--- config.mk ---
export PLATFORM = sky130hd
export DESIGN_NAME = cdb_arbiter
export DESIGN_NICKNAME = d
export VERILOG_FILES = /design/src/rtl/rv32i_types.sv /design/src/rtl/cdb_src_fifo.sv /design/src/rtl/cdb_arbiter.sv
export SDC_FILE = /design/constraint.sdc
export NUM_CORES = 1
export LEC_CHECK = 0
export BUFFER_PORTS_ARGS = -buffer_cell sky130_fd_sc_hd__buf_2
export CORE_MARGIN = 1.5
export CORE_UTILIZATION = 48
export CTS_CLUSTER_SIZE = 30
export DETAILED_ROUTE_END_ITERATION = 10
export HOLD_SLACK_MARGIN = 0.06
export PLACE_DENSITY = 0.68
export SLEW_MARGIN = 20
export SYNTH_ARGS = -nofsm -noshare
export SYNTH_HDL_FRONTEND = slang
export SYNTH_HIERARCHICAL = 1
export SYNTH_SLANG_ARGS = --single-unit
--- constraint.sdc ---
create_clock -name clk -period 17.75 [get_ports clk]
set_clock_uncertainty 0.05 [all_clocks]
set_input_delay 0.8875 -clock clk [delete_from_list [all_inputs] [get_ports clk]]
set_output_delay 0.8875 -clock clk [all_outputs]
set_load 0.05 [all_outputs]
--- src/rtl/rv32i_types.sv ---
// Shared RV32I core types.
// Holds the result package broadcast on the common data bus and the
// CDB source enumeration used by the writeback arbiter.
package rv32i_types;

    // Result package produced by every functional unit and broadcast on the CDB.
    typedef struct packed {
        logic        execute_valid;   // package carries a live result
        logic [5:0]  rob_idx;         // reorder-buffer slot of the producing instruction
        logic [5:0]  phys_rd;         // destination physical register
        logic [4:0]  arch_rd;         // destination architectural register
        logic [31:0] val;             // result value
        logic        branch_mismatch; // branch resolved against its prediction
        logic [31:0] branch_target;   // resolved target for a mispredicted branch
    } data_bus_package_t;

    localparam int unsigned CDB_N_SRC = 3;

    typedef enum logic [1:0] {
        CDB_ALU,
        CDB_MULDIV,
        CDB_LSU
    } cdb_src_e;

endpackage

--- src/rtl/cdb_src_fifo.sv ---
// Per-source result FIFO for the CDB arbiter.
//
// Ports:
//   clk, rst_n  - clock, asynchronous active-low reset
//   flush       - synchronous clear of count and pointers (beats push/pop)
//   push        - write push_pkg at the tail
//   push_pkg    - package to enqueue
//   pop         - drop the head entry
//   full/empty  - registered occupancy flags
//   head        - entry at the read pointer (undefined content when empty)
//
// DEPTH must be a power of two so the pointers wrap naturally.
module cdb_src_fifo
    import rv32i_types::*;
#(
    parameter int unsigned DEPTH = 2
) (
    input  logic              clk,
    input  logic              rst_n,
    input  logic              flush,
    input  logic              push,
    input  data_bus_package_t push_pkg,
    input  logic              pop,
    output logic              full,
    output logic              empty,
    output data_bus_package_t head
);

    localparam int unsigned PtrW = (DEPTH > 1) ? $clog2(DEPTH) : 1;
    localparam int unsigned CntW = $clog2(DEPTH + 1);

    logic [PtrW-1:0]   rd_ptr_q, rd_ptr_d;
    logic [PtrW-1:0]   wr_ptr_q, wr_ptr_d;
    logic [CntW-1:0]   count_q, count_d;
    data_bus_package_t mem_q [DEPTH];

    logic do_push;
    logic do_pop;

    assign full  = (count_q == CntW'(DEPTH));
    assign empty = (count_q == '0);
    assign head  = mem_q[rd_ptr_q];

    // Push while full is only legal when the head leaves in the same cycle.
    assign do_pop  = pop && !empty && !flush;
    assign do_push = push && (!full || do_pop) && !flush;

    always_comb begin
        rd_ptr_d = rd_ptr_q;
        wr_ptr_d = wr_ptr_q;
        count_d  = count_q;
        if (flush) begin
            rd_ptr_d = '0;
            wr_ptr_d = '0;
            count_d  = '0;
        end else begin
            if (do_push) begin
                wr_ptr_d = wr_ptr_q + 1'b1;
            end
            if (do_pop) begin
                rd_ptr_d = rd_ptr_q + 1'b1;
            end
            case ({do_push, do_pop})
                2'b10:   count_d = count_q + 1'b1;
                2'b01:   count_d = count_q - 1'b1;
                default: count_d = count_q;
            endcase
        end
    end

    always_ff @(posedge clk or negedge rst_n) begin
        if (!rst_n) begin
            rd_ptr_q <= '0;
            wr_ptr_q <= '0;
            count_q  <= '0;
        end else begin
            rd_ptr_q <= rd_ptr_d;
            wr_ptr_q <= wr_ptr_d;
            count_q  <= count_d;
        end
    end

    // Storage needs no reset: an entry is only read after it has been written.
    always_ff @(posedge clk) begin
        if (do_push) begin
            mem_q[wr_ptr_q] <= push_pkg;
        end
    end

endmodule

--- src/rtl/cdb_arbiter.sv ---
// Common data bus writeback arbiter.
//
// Buffers each functional unit's result in a small FIFO and grants one
// buffered result per cycle, round-robin, onto the registered CDB. A flush
// discards every in-flight result.
//
// Ports:
//   clk, rst_n - clock, asynchronous active-low reset
//   src_valid  - per-source result strobe
//   src_pkg    - per-source result package
//   src_ready  - per-source FIFO has room (registered state only)
//   flush      - mispredict squash, synchronous, highest priority
//   cdb_valid  - registered CDB beat strobe
//   cdb_pkg    - registered CDB package; execute_valid mirrors cdb_valid
//   cdb_src    - index of the unit that produced the current CDB package
//
// Build option CDB_BYPASS_EN: a source whose FIFO is empty competes with its
// live input in the same cycle and, on winning, skips the FIFO (one-cycle
// latency). Without it every result goes through the FIFO (two cycles).
module cdb_arbiter
    import rv32i_types::*;
#(
    parameter int unsigned N_SRC = CDB_N_SRC,
    parameter int unsigned DEPTH = 2
) (
    input  logic                                clk,
    input  logic                                rst_n,
    input  logic [N_SRC-1:0]                    src_valid,
    input  data_bus_package_t [N_SRC-1:0]       src_pkg,
    output logic [N_SRC-1:0]                    src_ready,
    input  logic                                flush,
    output logic                                cdb_valid,
    output data_bus_package_t                   cdb_pkg,
    output logic [$clog2(N_SRC)-1:0]            cdb_src
);

    localparam int unsigned SrcW = $clog2(N_SRC);

    logic [N_SRC-1:0]              fifo_full;
    logic [N_SRC-1:0]              fifo_empty;
    data_bus_package_t [N_SRC-1:0] fifo_head;
    logic [N_SRC-1:0]              fifo_push;
    logic [N_SRC-1:0]              fifo_pop;

    logic [N_SRC-1:0] cand;
    logic             grant_found;
    logic [SrcW-1:0]  grant_idx;
    logic             grant_bypass;
    int unsigned      idx;

    logic              cdb_valid_q, cdb_valid_d;
    data_bus_package_t cdb_pkg_q, cdb_pkg_d;
    logic [SrcW-1:0]   cdb_src_q, cdb_src_d;
    logic [SrcW-1:0]   rr_ptr_q, rr_ptr_d;

    for (genvar g = 0; g < N_SRC; g++) begin : g_fifo
        cdb_src_fifo #(
            .DEPTH (DEPTH)
        ) u_fifo (
            .clk      (clk),
            .rst_n    (rst_n),
            .flush    (flush),
            .push     (fifo_push[g]),
            .push_pkg (src_pkg[g]),
            .pop      (fifo_pop[g]),
            .full     (fifo_full[g]),
            .empty    (fifo_empty[g]),
            .head     (fifo_head[g])
        );
    end

    assign src_ready = ~fifo_full;

    // Round-robin search over candidates starting at rr_ptr.
    always_comb begin
`ifdef CDB_BYPASS_EN
        // A live input only competes when its FIFO is empty, so a queued head
        // always beats the same source's bypass and order is preserved.
        cand = ~fifo_empty | (fifo_empty & src_valid);
`else
        cand = ~fifo_empty;
`endif
        grant_found = 1'b0;
        grant_idx   = '0;
        idx         = 0;
        for (int unsigned k = 0; k < N_SRC; k++) begin
            idx = (32'(rr_ptr_q) + k) % N_SRC;
            if (!grant_found && cand[idx]) begin
                grant_found = 1'b1;
                grant_idx   = SrcW'(idx);
            end
        end
`ifdef CDB_BYPASS_EN
        grant_bypass = grant_found && fifo_empty[grant_idx];
`else
        grant_bypass = 1'b0;
`endif
    end

    always_comb begin
        fifo_push = '0;
        fifo_pop  = '0;
        for (int unsigned i = 0; i < N_SRC; i++) begin
            // A winning bypass input is consumed directly and never queued.
            fifo_push[i] = src_valid[i] && src_ready[i] && !flush
                           && !(grant_bypass && (grant_idx == SrcW'(i)));
            fifo_pop[i]  = grant_found && !grant_bypass && !flush
                           && (grant_idx == SrcW'(i));
        end
    end

    always_comb begin
        cdb_valid_d = 1'b0;
        cdb_pkg_d   = cdb_pkg_q;
        cdb_src_d   = cdb_src_q;
        rr_ptr_d    = rr_ptr_q;
        if (flush) begin
            rr_ptr_d = '0;
        end else if (grant_found) begin
            cdb_valid_d = 1'b1;
            cdb_pkg_d   = grant_bypass ? src_pkg[grant_idx] : fifo_head[grant_idx];
            cdb_pkg_d.execute_valid = 1'b1;
            cdb_src_d   = grant_idx;
            rr_ptr_d    = (grant_idx == SrcW'(N_SRC - 1)) ? '0 : grant_idx + 1'b1;
        end
    end

    always_ff @(posedge clk or negedge rst_n) begin
        if (!rst_n) begin
            cdb_valid_q <= 1'b0;
            cdb_pkg_q   <= '0;
            cdb_src_q   <= '0;
            rr_ptr_q    <= '0;
        end else begin
            cdb_valid_q <= cdb_valid_d;
            cdb_pkg_q   <= cdb_pkg_d;
            cdb_src_q   <= cdb_src_d;
            rr_ptr_q    <= rr_ptr_d;
        end
    end

    assign cdb_valid = cdb_valid_q;
    assign cdb_src   = cdb_src_q;

    // An idle CDB still holds the last package, but must not look live.
    always_comb begin
        cdb_pkg               = cdb_pkg_q;
        cdb_pkg.execute_valid = cdb_valid_q;
    end

    // A unit must not present a result its FIFO cannot take; it would be lost.
    for (genvar g = 0; g < N_SRC; g++) begin : g_proto_chk
        a_no_push_when_full: assert property (
            @(posedge clk) disable iff (!rst_n) !(src_valid[g] && !src_ready[g])
        );
    end

endmodule
==> results of run 1 <==
==> final timing paths <==
check / endpoint / depth (start not counted)
worst max-delay path: g_fifo[1].u_fifo/mem_q[1][16] / 12
worst min-delay path: cdb_src[1] / 1
worst max register to register: g_fifo[1].u_fifo/mem_q[1][16] / 12
worst min register to register: cdb_src[0] / 2
max in group asynchronous: cdb_pkg[28] / 2
min in group clk: g_fifo[2].u_fifo/mem_q[0][8] / 1
==> through the flow <==
| step | area (um2) | setup WS (ns) | std cells |
|---|---|---|---|
| floorplan | 25900 | 8.47 | 1675 |
| detailed placement | 28100 | 11.60 | 2593 |
| global route | 30100 | 11.30 | 2721 |
| finish | 30100 | 11.62 | 2727 |
| CTS | 30100 | 11.56 | 2706 |
| global placement | 28100 | 11.73 | 2593 |
==> registers in the layout, summed over array words and instances (netlist names) <==
name,cells
g_fifo.u_fifo/wr_ptr_q,3
rr_ptr_q,2
g_fifo.u_fifo/mem_q,492
cdb_src,2
g_fifo.u_fifo/count_q,6
g_fifo.u_fifo/rd_ptr_q,3
cdb_valid,1
cdb_pkg,82
==> layout make-up <==
class	instances	share of cell area, %
Multi-Input combinational cell	853	25.6
Clock buffer	91	5.67
Tap cell	688	2.86
Clock inverter	22	0.805
Inverter	93	1.17
Timing Repair Buffer	369	6.46
Sequential cell	591	57.3
Antenna cell	20	0.166
==> power breakdown <==
group | internal, uW | switching [uW]
sequential | 1640 | 86.4
combinational | 391 | 1020
clock | 734 | 518
total | 2760 | 1630
==> layer usage <==
metal | wire length [um] | share of wire, % | global-route usage (%)
met2 | 32800 | 48 | 39.1
met1 | 28500 | 42 | 32.3
met3 | 4790 | 7.1 | 5.75
met5 | 82 | 0.12 | 0
met4 | 1800 | 2.7 | 8.52
==> impl.org, run 1 <==
** Clocking
- Cts bufs inserted :: between 60 and 70
- Cts repair resizes :: 0
- # Post-CTS Setup Buffers :: 0
- Post-CTS Hold Buffers :: 0
- Clock root buffer master :: sky130_fd_sc_hd__clkbuf_16
- Maximum level of the CTS H-tree :: 2
- No sink is reached through more buffers than the 3 on the longest clock path.
- TritonCTS built the clock tree.
- Clock transition at path regs :: 0.06 ns
- At the later pin of the worst-skew pair, clock insertion delay measures 0.61 ns.
- Counting every sink on the clock net gives 591.

** Worst setup path
- Top delay family on crit path :: buffers and inverters
- Reg-to-reg setup timing slack :: between 10 and 15 ns
- Data arrival time of the worst path :: 6.31 ns
- Required time of the worst setup path :: ~18 ns
- WP buf/inv :: 5
- STA classifies the critical path startpoint as a register.
- CP Max Fanout :: 77
- By startpoint and endpoint, the worst setup path is classified as reg2reg.
- Most frequent CP cell :: sky130_fd_sc_hd__buf_4
- On the worst path, the slowest cell contributes a delay of 0.88 ns.
- The critical path starts at g_fifo[2].u_fifo/count_q[0].
- Crit path max-delay cell type :: sky130_fd_sc_hd__buf_4
- Startpoint of the worst register-to-register path :: g_fifo[2].u_fifo/count_q[0]
- STA classifies the critical path endpoint as a register.
- CP cell instances :: nor2_1 > nor2b_1 > a211oi_4 > buf_4 > a31o_4 > buf_4 > nor2_1 > inv_1 > a21o_1 > nor3b_2 > buf_4 > buf_4

** Global route
- Via count of the first global-routing pass :: 16200
- Initial antenna violation count :: 24
- Global routing usage summed across all routing layers :: between 20% and 30%
- Entering global routing, the biggest net connects 86 pins.
- The total overflow left after global routing is 0.
- First-pass GRT wire length :: 102 mm

** Placement
- Placed wire-length estimate after detailed placement :: 41.7 mm
- During placement, the flow inserted port buffers numbering 340.
- Gpl congestion :: about 0.8

** Routing
- Post-detailed-routing wire length :: 67.9 mm
- Detailed-route wire length per cell :: 24.9 um
- The first TritonRoute pass finished after 5 iterations.
- Vias post-DR :: 15900
- Drt first-iter violations :: 1291
- Avg Vias per Cell :: approximately 5.8
- The count of nets left with antenna violations once routing finished came out at 0.
- For this run, design rule violations remaining after detail routing come to 0.

** Finish
- In the final layout, the multi-input gates occupy 0.00771 mm2.
- At the end of the flow, the number of nets in the layout was 2228.
- The top cell types in the final layout, fill and taps aside, are sky130_fd_sc_hd__edfxtp_1 (492), sky130_fd_sc_hd__buf_2 (339), sky130_fd_sc_hd__mux2_4 (122).
- Of the cells placed in the final design, the portion with a size suffix greater than 1 is 38.4%.
- Filler Cell Count :: ~4200
- The area growth from synthesis to layout is 16.2%.
- Registers take 0.0173 mm2.
- Once layout is complete, the utilization of the core stands at a little under three fifths.
- Most frequent standard cell in the layout excluding fill and tap cells :: sky130_fd_sc_hd__edfxtp_1

** Floorplan
- The core region is 0.0530 mm2.
- Once the floorplan was initialized, standard cells occupied 48.9% of the core.
- In this run the vertical extent of the chip is 235 um.
- DIE AREA :: 0.0554 mm2
- I/O pin cnt :: 344
- Width of the die :: roughly 240 um
- The floorplan has 84 rows.

** Synth
- In the synthesized netlist, the number of instances is 1675.
- Summed instance area of the synthesized netlist :: 0.0259 mm2
- Yosys printed 6 warnings.
- After synthesis, the mean cell area works out to 15.5 um2.
- The number of nets handed over by synthesis was 1934.

** Timing
- Summed over all failing endpoints, the final setup total negative slack is 0 ns.
- The number of failing hold endpoints at the final stage was 0.
- Dividing the final minimum period by the clock period gives 34.5%.
- Worst-Margin Slew :: 1.15 ns
- Highest clock rate :: 0.163 GHz
- The clock period could shrink to 6.13 ns.
- Setup repair after global routing left no endpoint under its margin.
- On the final layout, the worst hold slack is 0.275 ns.
- The max-slew violation total from the final report is 0.
- Setup violations remaining at the end of the flow were counted as 0.
- Worst relative slew slack :: 23.3%

** Outcome
- Run status :: finished, final reports clean

** Pwr
- Cell area power density :: approximately 150 mW/mm2
- Across the VDD grid, the largest voltage drop is 0.0915 mV.
- Total leakage power :: 0.0114 uW
- The design draws 4390 uW.

** Hold path
- Class of the most critical hold timing path :: in2async

** Run
- Number of max-capacitance violations reported :: 0
No activity file was read; power rests on OpenSTA's default activity.
==> run 2, diff against run 1 <==
Settings changed: PLACE_DENSITY 0.68 to 0.71.
Clock period 17.75 ns to 5.45 ns, I/O delays scaled along.
==> run 2 against run 1 <==
Effect of this change:
- routed wire length increased by 5.8%
- setup slack worse by 10 ns
- non-clock buffer count increased by 256
- critical endpoint is now cdb_pkg[79]
- highest routed layer unchanged
==> impl.org, run 2 (synthesis results as in run 1) <==
** Global route
- Overflow left after global routing :: 0 (unchanged)
- The first-pass GRT wire length is 108 mm (+6.7%).
- Via count of the first global-routing pass :: 18100 (+12%)
- Global routing usage summed across all routing layers :: 25.6% (+1.3 points)
- The initial antenna violation count came to 9 (-63%).
- The pin count of the biggest net entering global routing came to 83 (-3.5%).

** Clocking
- The hold buffer count at cts came to 247 (+247).
- # Post-CTS Setup Buffers :: 0 (unchanged)
- The maximum number of buffers from clock root to sink is 3 (unchanged).
- Clock root buffer master :: sky130_fd_sc_hd__clkbuf_16
- The maximum level of the CTS H-tree came to 2 (unchanged).
- The number of CTS-inserted buffers was 59 (-3.3%).
- TritonCTS built the clock tree.
- The latest clock arrival within the worst-skew pair is 0.63 ns (+0.02 ns).
- Clock transition at path regs :: 0.06 ns (about the same)
- The TritonCTS sink count came to 591 (unchanged).
- Cts repair resizes :: 0 (unchanged)

** Routing
- The final routed DRC violation total is 0 (unchanged).
- The first-pass detailed-route iteration total came to 5 (unchanged).
- Drt first-iter violations :: 1367 (+5.9%)
- Vias post-DR :: 17000 (+7.3%)
- The per-cell routed wire length came to 24.2 um (-2.9%).
- Avg Vias per Cell :: 5.73 (-1.5%)
- Antenna-violating nets left :: 0 (unchanged)
- Post-detailed-routing wire length :: 71.8 mm (+5.8%)

** Placement
- Number of buffers added on ports :: 340 (unchanged)
- Placed wire-length estimate after detailed placement :: 42.4 mm (+1.6%)
- The area of placed instances came to 0.0283 mm2 (+0.68%).
- The worst slack at placement is 1.14 ns (-10.46 ns).
- The routability congestion estimate from global placement came to 0.802 (about the same).
- Number of cells after detailed placement :: 2602 (+0.35%)

** Finish
- Leaving out fill and tap cells, the most frequent cell in the layout is sky130_fd_sc_hd__edfxtp_1.
- Flip-flop count of the largest register, all copies and words added :: 492 (unchanged)
- Final Instance Count excl. Fillers :: 2970 (+8.9%)
- Most frequent cells in the layout :: sky130_fd_sc_hd__edfxtp_1 (492), sky130_fd_sc_hd__buf_2 (339), sky130_fd_sc_hd__dlygate4sd3_1 (247)
- Sequential standard cell area :: 0.0173 mm2 (unchanged)
- From synthesis to final layout, the design area changed by 26.7%.
- Ranked by flip-flop count, first place goes to g_fifo.u_fifo/mem_q.
- Cell area after layout :: 0.0328 mm2 (+9.0%)
- The fraction of layout cells with a size suffix above 1 is 35.0% (-3.4 points).
- The area used by multi-input combinational logic was 0.00775 mm2 (+0.49%).
- The count of filler cells inserted in the layout was 3865 (-8.8%).
- The number of nets at the end of the flow is 2482 (+11%).

** Pwr
- The part of the power in combinational logic is 32.9% (+0.7 points).
- Max VDD drop :: 0.301 mV (+230%)
- The switching part of the total power came to 37.2% (+0.12 points).
- The total power density per cell area is 446 mW/mm2 (+210%).
- Internal power component :: 9190 uW (+230%)
- Part of the total power dissipated in the clock network :: 28.9% (+0.4 points)
- The sequential power share is 38.3% (-0.9 points).
- Total leakage power :: 0.0125 uW (+10%)
- The switching power came to 5450 uW (+230%).

** Floorplan
- Width of the die :: 235 um (unchanged)
- DIE AREA :: 0.0554 mm2 (unchanged)
- Area inside the core boundary :: 0.0530 mm2 (unchanged)
- The starting density of the core was 48.9% (unchanged).
- The number of primary I/O pins was 344 (unchanged).
- Placement row count :: 84 (unchanged)
- The vertical die dimension is 235 um (unchanged).

** Worst setup path
- In this design, the largest share of critical-path delay is due to buffers and inverters.
- Crit start category :: register
- Traced cell by cell, the critical path runs through nor2_1 > nor2b_1 > a211oi_4 > buf_4 > a31o_4 > a31o_4 > buf_4 > buf_4 > o211ai_2.
- Worst stage delay on the critical path :: 0.74 ns (-0.14 ns)
- CP endpoint kind :: register
- The required time of the critical path came to 5.86 ns (-12.07 ns).
- The critical-path maximum fanout came to 50 (-35%).
- The data arrival time of the critical path was 4.69 ns (-1.62 ns).
- Most frequent CP cell :: sky130_fd_sc_hd__buf_4
- By startpoint and endpoint, the worst setup path is classified as reg2reg.
- Crit path max-delay cell type :: sky130_fd_sc_hd__buf_4
- WP buf/inv :: 3 (-2)

** Timing
- The final sum of negative setup slack is 0 ns (unchanged).
- The remaining max-slew budget at the tightest pin is 24.5% (+1.3 points).
- Final clock period utilization by the worst path :: 78.7% (+44 points)
- The final setup violation count came to 0 (unchanged).
- The post-route worst setup slack is 1.16 ns (-10.46 ns).
- Final hold viol count :: 0 (unchanged)
- The final-layout worst hold slack was 0.103 ns (-0.171 ns).
- The achievable clock frequency is 0.233 GHz (+43%).
- Worst-Margin Slew :: 1.13 ns (-0.0230 ns)
- The max-slew violation total from the final report came to 0 (unchanged).
- Final critical delay including setup and external delays :: 4.29 ns (-1.84 ns)
- Setup repair after global routing left no endpoint under its margin.

** Run
- The total of max-cap violations came to 0 (unchanged).

** Outcome
- Run status :: finished, final reports clean

** Hold path
- Class of the most critical hold timing path :: in2reg
## run 2: changes by cell type in the layout (fill, tap and decap cells not counted), moves of 4 or more
cell	previous run	this run
sky130_fd_sc_hd__clkinv_2	9	13
sky130_fd_sc_hd__dlygate4sd3_1	0	247
sky130_fd_sc_hd__diode_2	20	9
sky130_fd_sc_hd__clkbuf_1	23	10
sky130_fd_sc_hd__buf_12	0	7
## run 2: area by class of cell
| cell class | count | share of cell area [%] |
|---|---|---|
| Clock inverter | 36 | 1.28 |
| Timing Repair Buffer | 625 | 13.9 |
| Antenna cell | 9 | 0.0686 |
| Sequential cell | 591 | 52.6 |
| Inverter | 93 | 1.07 |
| Clock buffer | 75 | 4.89 |
| Multi-Input combinational cell | 853 | 23.6 |
| Tap cell | 688 | 2.62 |
## run 2: power groups by stage
stage	sequential (uW)	combinational (uW)	clock, uW
floorplan	6640	2270	0
global placement	5680	4500	0
detailed placement	5690	4610	0
CTS	5610	4770	4260
global route	5630	5080	4470
finish	5600	4810	4220
## run 2: worst min-delay path, stage by stage
cell and delay, ns:
sky130_fd_sc_hd__buf_2 0.10, sky130_fd_sc_hd__nor3b_1 0.15, sky130_fd_sc_hd__inv_1 0.12, sky130_fd_sc_hd__a2111oi_2 0.08
## run 2: path summary, 6_finish.rpt
path,from,end,slack [ns],depth (start not counted)
min in group asynchronous,rst_n,cdb_pkg[56],0.21,2
worst min register to register,cdb_src[0],cdb_src[0],0.43,2
worst min-delay path,src_valid[1],g_fifo[1].u_fifo/count_q[1],0.10,4
worst max register to register,g_fifo[2].u_fifo/count_q[0],cdb_pkg[79],1.16,9
max in group asynchronous,rst_n,g_fifo[1].u_fifo/rd_ptr_q,3.80,3
worst max-delay path,g_fifo[2].u_fifo/count_q[0],cdb_pkg[79],1.16,9
## run 2: per-layer routing
metal	global-route usage [%]	vias to the layer above	share of wire, %
li1	-	7579	-
met1	33.3	8497	40
met2	43.3	765	50
met3	3.96	162	6.6
met4	10.3	4	3.4
met5	0	-	0.035
## run 2: through the flow
stage,utilization [%],power [uW]
3_5_place_dp,53.4,10300
2_1_floorplan,-,8910
4_1_cts,61.9,14600
3_3_place_gp,53.4,10200
5_1_grt,62.0,15200
6_report,62.0,14600
==> run 3, diff against run 2 <==
Settings changed: ABC_AREA set to 1.
Clock period 5.45 ns to 3.9 ns, I/O delays scaled along.
==> run 3 against run 2 <==
Effect of this change:
- final area fell by 4.7%
- utilization increased by 0.24 points
- flip-flop and latch count stayed put
- critical path type unchanged
- synthesized area fell by 5.4%
- global-route usage increased by 0.16 points
- via count increased by 8.6%
- non-clock buffer count decreased by 5
- total power up 67%
- critical endpoint is now g_fifo[2].u_fifo/mem_q[1][61]
- hold slack better by 0.063 ns
- setup slack lost 0.85 ns
- largest power group is now combinational cells
- combinational power rose by 120%
==> impl.org, run 3 <==
** Outcome
- Run status :: finished, final reports clean

** Timing
- Worst relative slew slack :: 30.8% (+6.3 points)
- The post-route worst setup slack was 0.308 ns (-0.855 ns).
- Final hold viol count :: 0 (unchanged)
- The final setup violation count came to 0 (unchanged).
- Worst-Margin Slew :: 1.04 ns (-0.0899 ns)
- The achievable clock frequency is 0.278 GHz (+19%).
- The max-slew violation total from the final report is 0 (unchanged).
- Setup repair after global routing missed its margin :: false
- Total negative slack :: 0 ns (unchanged)
- Final critical delay including setup and external delays :: 3.59 ns (-0.695 ns)
- Final clock period utilization by the worst path :: 92.1% (+13 points)

** Routing
- Drt first-iter violations :: 1698 (+24%)
- DRT Pass-1 Iters :: 5 (unchanged)
- The average vias per placed instance is 5.14 (-10%).
- The via count is 18500 (+8.6%).
- Antenna-violating nets left :: 0 (unchanged)
- The final routed DRC violation total came to 0 (unchanged).
- Detailed-route wire length per cell :: 18.9 um (-22%)
- The final routed wirelength across all metal layers is 68.0 mm (-5.3%).

** Worst setup path
- Crit start category :: register
- The worst register-to-register path begins at rr_ptr_q[0].
- The setup path with the least slack is of type reg2reg.
- The required time of the critical path is 4.09 ns (-1.77 ns).
- Reg-to-reg setup timing slack :: 0.31 ns (-0.85 ns)
- The critical-path maximum fanout was 82 (+64%).
- In this run the worst setup path begins at rr_ptr_q[0].
- The worst setup path is captured at a register.
- Critical R2R Capture :: g_fifo[2].u_fifo/mem_q[1][61]
- Cell count of the worst reg-to-reg path :: 16 (+7)
- The data arrival time of the critical path is 3.79 ns (-0.90 ns).

** Floorplan
- The horizontal extent of the die is 229 um (-2.7%).
- Vertical die dimension :: 229 um (-2.7%)
- The count of standard-cell rows came to 82 (-2.4%).
- The floorplan core area was 0.0503 mm2 (-5.1%).
- DIE AREA :: 0.0524 mm2 (-5.4%)
- The number of primary I/O pins is 344 (unchanged).
- The starting density of the core was 48.8% (-0.18 points).

** Pwr
- The final total power came to 24400 uW (+67%).
- Cell area power density :: 780 mW/mm2 (+75%)
- Max VDD drop :: 0.859 mV (+190%)
- The cell leakage power was 0.0135 uW (+7.7%).

** Run
- The total of max-cap violations was 0 (unchanged).

** Clocking
- The maximum level of the CTS H-tree was 2 (unchanged).
- Maximum clock insertion buffer count :: 3 (unchanged)
- The root buffer cell chosen for the clock tree is sky130_fd_sc_hd__clkbuf_16.
- CTS tree :: built
- The TritonCTS sink count came to 591 (unchanged).
- Clock latency reported for the late side of the worst-skew pair :: 0.61 ns (-0.02 ns)
- Cts bufs inserted :: 60 (+1.7%)
- # Post-CTS Setup Buffers :: 0 (unchanged)
- Clock transition at path regs :: 0.06 ns (about the same)

** Placement
- The count of input and output buffers came to 340 (unchanged).
- Placed wire-length estimate after detailed placement :: 43.0 mm (+1.4%)
- The worst slack at placement came to 0.389 ns (-0.752 ns).
- Gpl congestion :: 0.960 (+20%)
- The area of placed instances was 0.0268 mm2 (-5.4%).

** Finish
- Area growth syn-to-layout :: 27.6%
- Leaving out fill and tap cells, the most frequent cell in the layout is sky130_fd_sc_hd__nand2_1.
- Flip-flop count of the largest register, all copies and words added :: 492 (unchanged)
- Final #Nets :: 3122 (+26%)
- The fraction of layout cells with a size suffix above 1 came to 17.4% (-18 points).
- Cell area after layout :: 0.0313 mm2 (-4.7%)
- Counting flops per register, the top entry is g_fifo.u_fifo/mem_q.
- Most frequent cells in the layout :: sky130_fd_sc_hd__nand2_1 (873), sky130_fd_sc_hd__edfxtp_1 (492), sky130_fd_sc_hd__buf_2 (339)

** Synth
- Synthesized area per cell :: 10.7 um2 (-31%)
- Synth warnings :: 6 (unchanged)
- Summed instance area of the synthesized netlist :: 0.0245 mm2 (-5.4%)
- The post-synthesis instance total came to 2299 (+37%).
- Net count after synthesis :: 2558 (+32%)

** Hold path
- Class of the most critical hold timing path :: in2async

** Global route
- Initial antenna violation count :: 7 (-2)
- The via count of the first global-routing pass was 17800 (-1.7%).
- The total routing usage reported by global routing was 25.8% (+0.16 points).
- Overflow left after global routing :: 0 (unchanged)
- The first-pass GRT wire length was 103 mm (-4.7%).
- Largest net degree at the start of global routing :: 85 (+2.4%)
-- run 3: worst max-delay path by stage --
| stage | to | slack (ns) |
|---|---|---|
| floorplan | g_fifo[1].u_fifo/mem_q[1][0] | 0.05 |
| global placement | g_fifo[2].u_fifo/mem_q[1][19] | 0.50 |
| detailed placement | g_fifo[2].u_fifo/mem_q[1][44] | 0.39 |
| CTS | g_fifo[2].u_fifo/mem_q[1][33] | 0.37 |
| global route | g_fifo[2].u_fifo/mem_q[1][27] | 0.09 |
| finish | g_fifo[2].u_fifo/mem_q[1][61] | 0.31 |
-- run 3: repair_timing --
item                                   in CTS  in global routing
hold buffers                              251                  0
gates resized for setup                     0                  0
endpoints found under the hold margin     544                  0
-- run 3: area by class of cell --
| class | instances | area (um2) |
|---|---|---|
| Antenna cell | 9 | 22.5 |
| Clock buffer | 85 | 1650 |
| Clock inverter | 26 | 332 |
| Fill cell | 3845 | 19000 |
| Inverter | 214 | 817 |
| Multi-Input combinational cell | 1376 | 5850 |
| Sequential cell | 591 | 17300 |
| Tap cell | 672 | 841 |
| Timing Repair Buffer | 620 | 4530 |
-- run 3: through the flow --
step / hold slack, ns / instances / utilization (%)
after floorplan: -0.151 / 2299 / -
after global placement: 0.255 / 3222 / 53.3
after detailed placement: 0.256 / 3222 / 53.3
after CTS: 0.153 / 3584 / 62.2
after global routing: 0.222 / 3591 / 62.2
final: 0.167 / 3593 / 62.2
-- run 3: critical path, cell delays in order (launching register included) --
cell and delay (ns):
sky130_fd_sc_hd__dfrtp_1 0.37, sky130_fd_sc_hd__inv_1 0.09, sky130_fd_sc_hd__ha_1 0.39, sky130_fd_sc_hd__inv_2 0.12, sky130_fd_sc_hd__nand2_1 0.07, sky130_fd_sc_hd__nand3_1 0.11, sky130_fd_sc_hd__nand2_2 0.09, sky130_fd_sc_hd__nor2_4 0.11
sky130_fd_sc_hd__nand3_2 0.10, sky130_fd_sc_hd__nand2_2 0.40, sky130_fd_sc_hd__nand2_1 0.15, sky130_fd_sc_hd__inv_1 0.14, sky130_fd_sc_hd__o21ai_2 0.09, sky130_fd_sc_hd__o21ai_1 0.19, sky130_fd_sc_hd__nand3_1 0.15, sky130_fd_sc_hd__nor2_4 0.13
sky130_fd_sc_hd__buf_12 0.37
-- run 3: power breakdown --
part	leakage, uW	internal [uW]	switching (uW)	total (uW)
combinational	0.00697	2550	7960	10500
sequential	0.00559	7690	405	8090
clock	0.000952	3450	2350	5810
total	0.0135	13700	10700	24400
-- run 3: routing by layer --
layer	global-route usage (%)	vias to the layer above	share of wire [%]
met4	8.18	0	3.0
met2	38.4	914	44
met3	5.14	136	8.8
li1	-	8693	-
met5	0	-	0
met1	38.3	8729	44
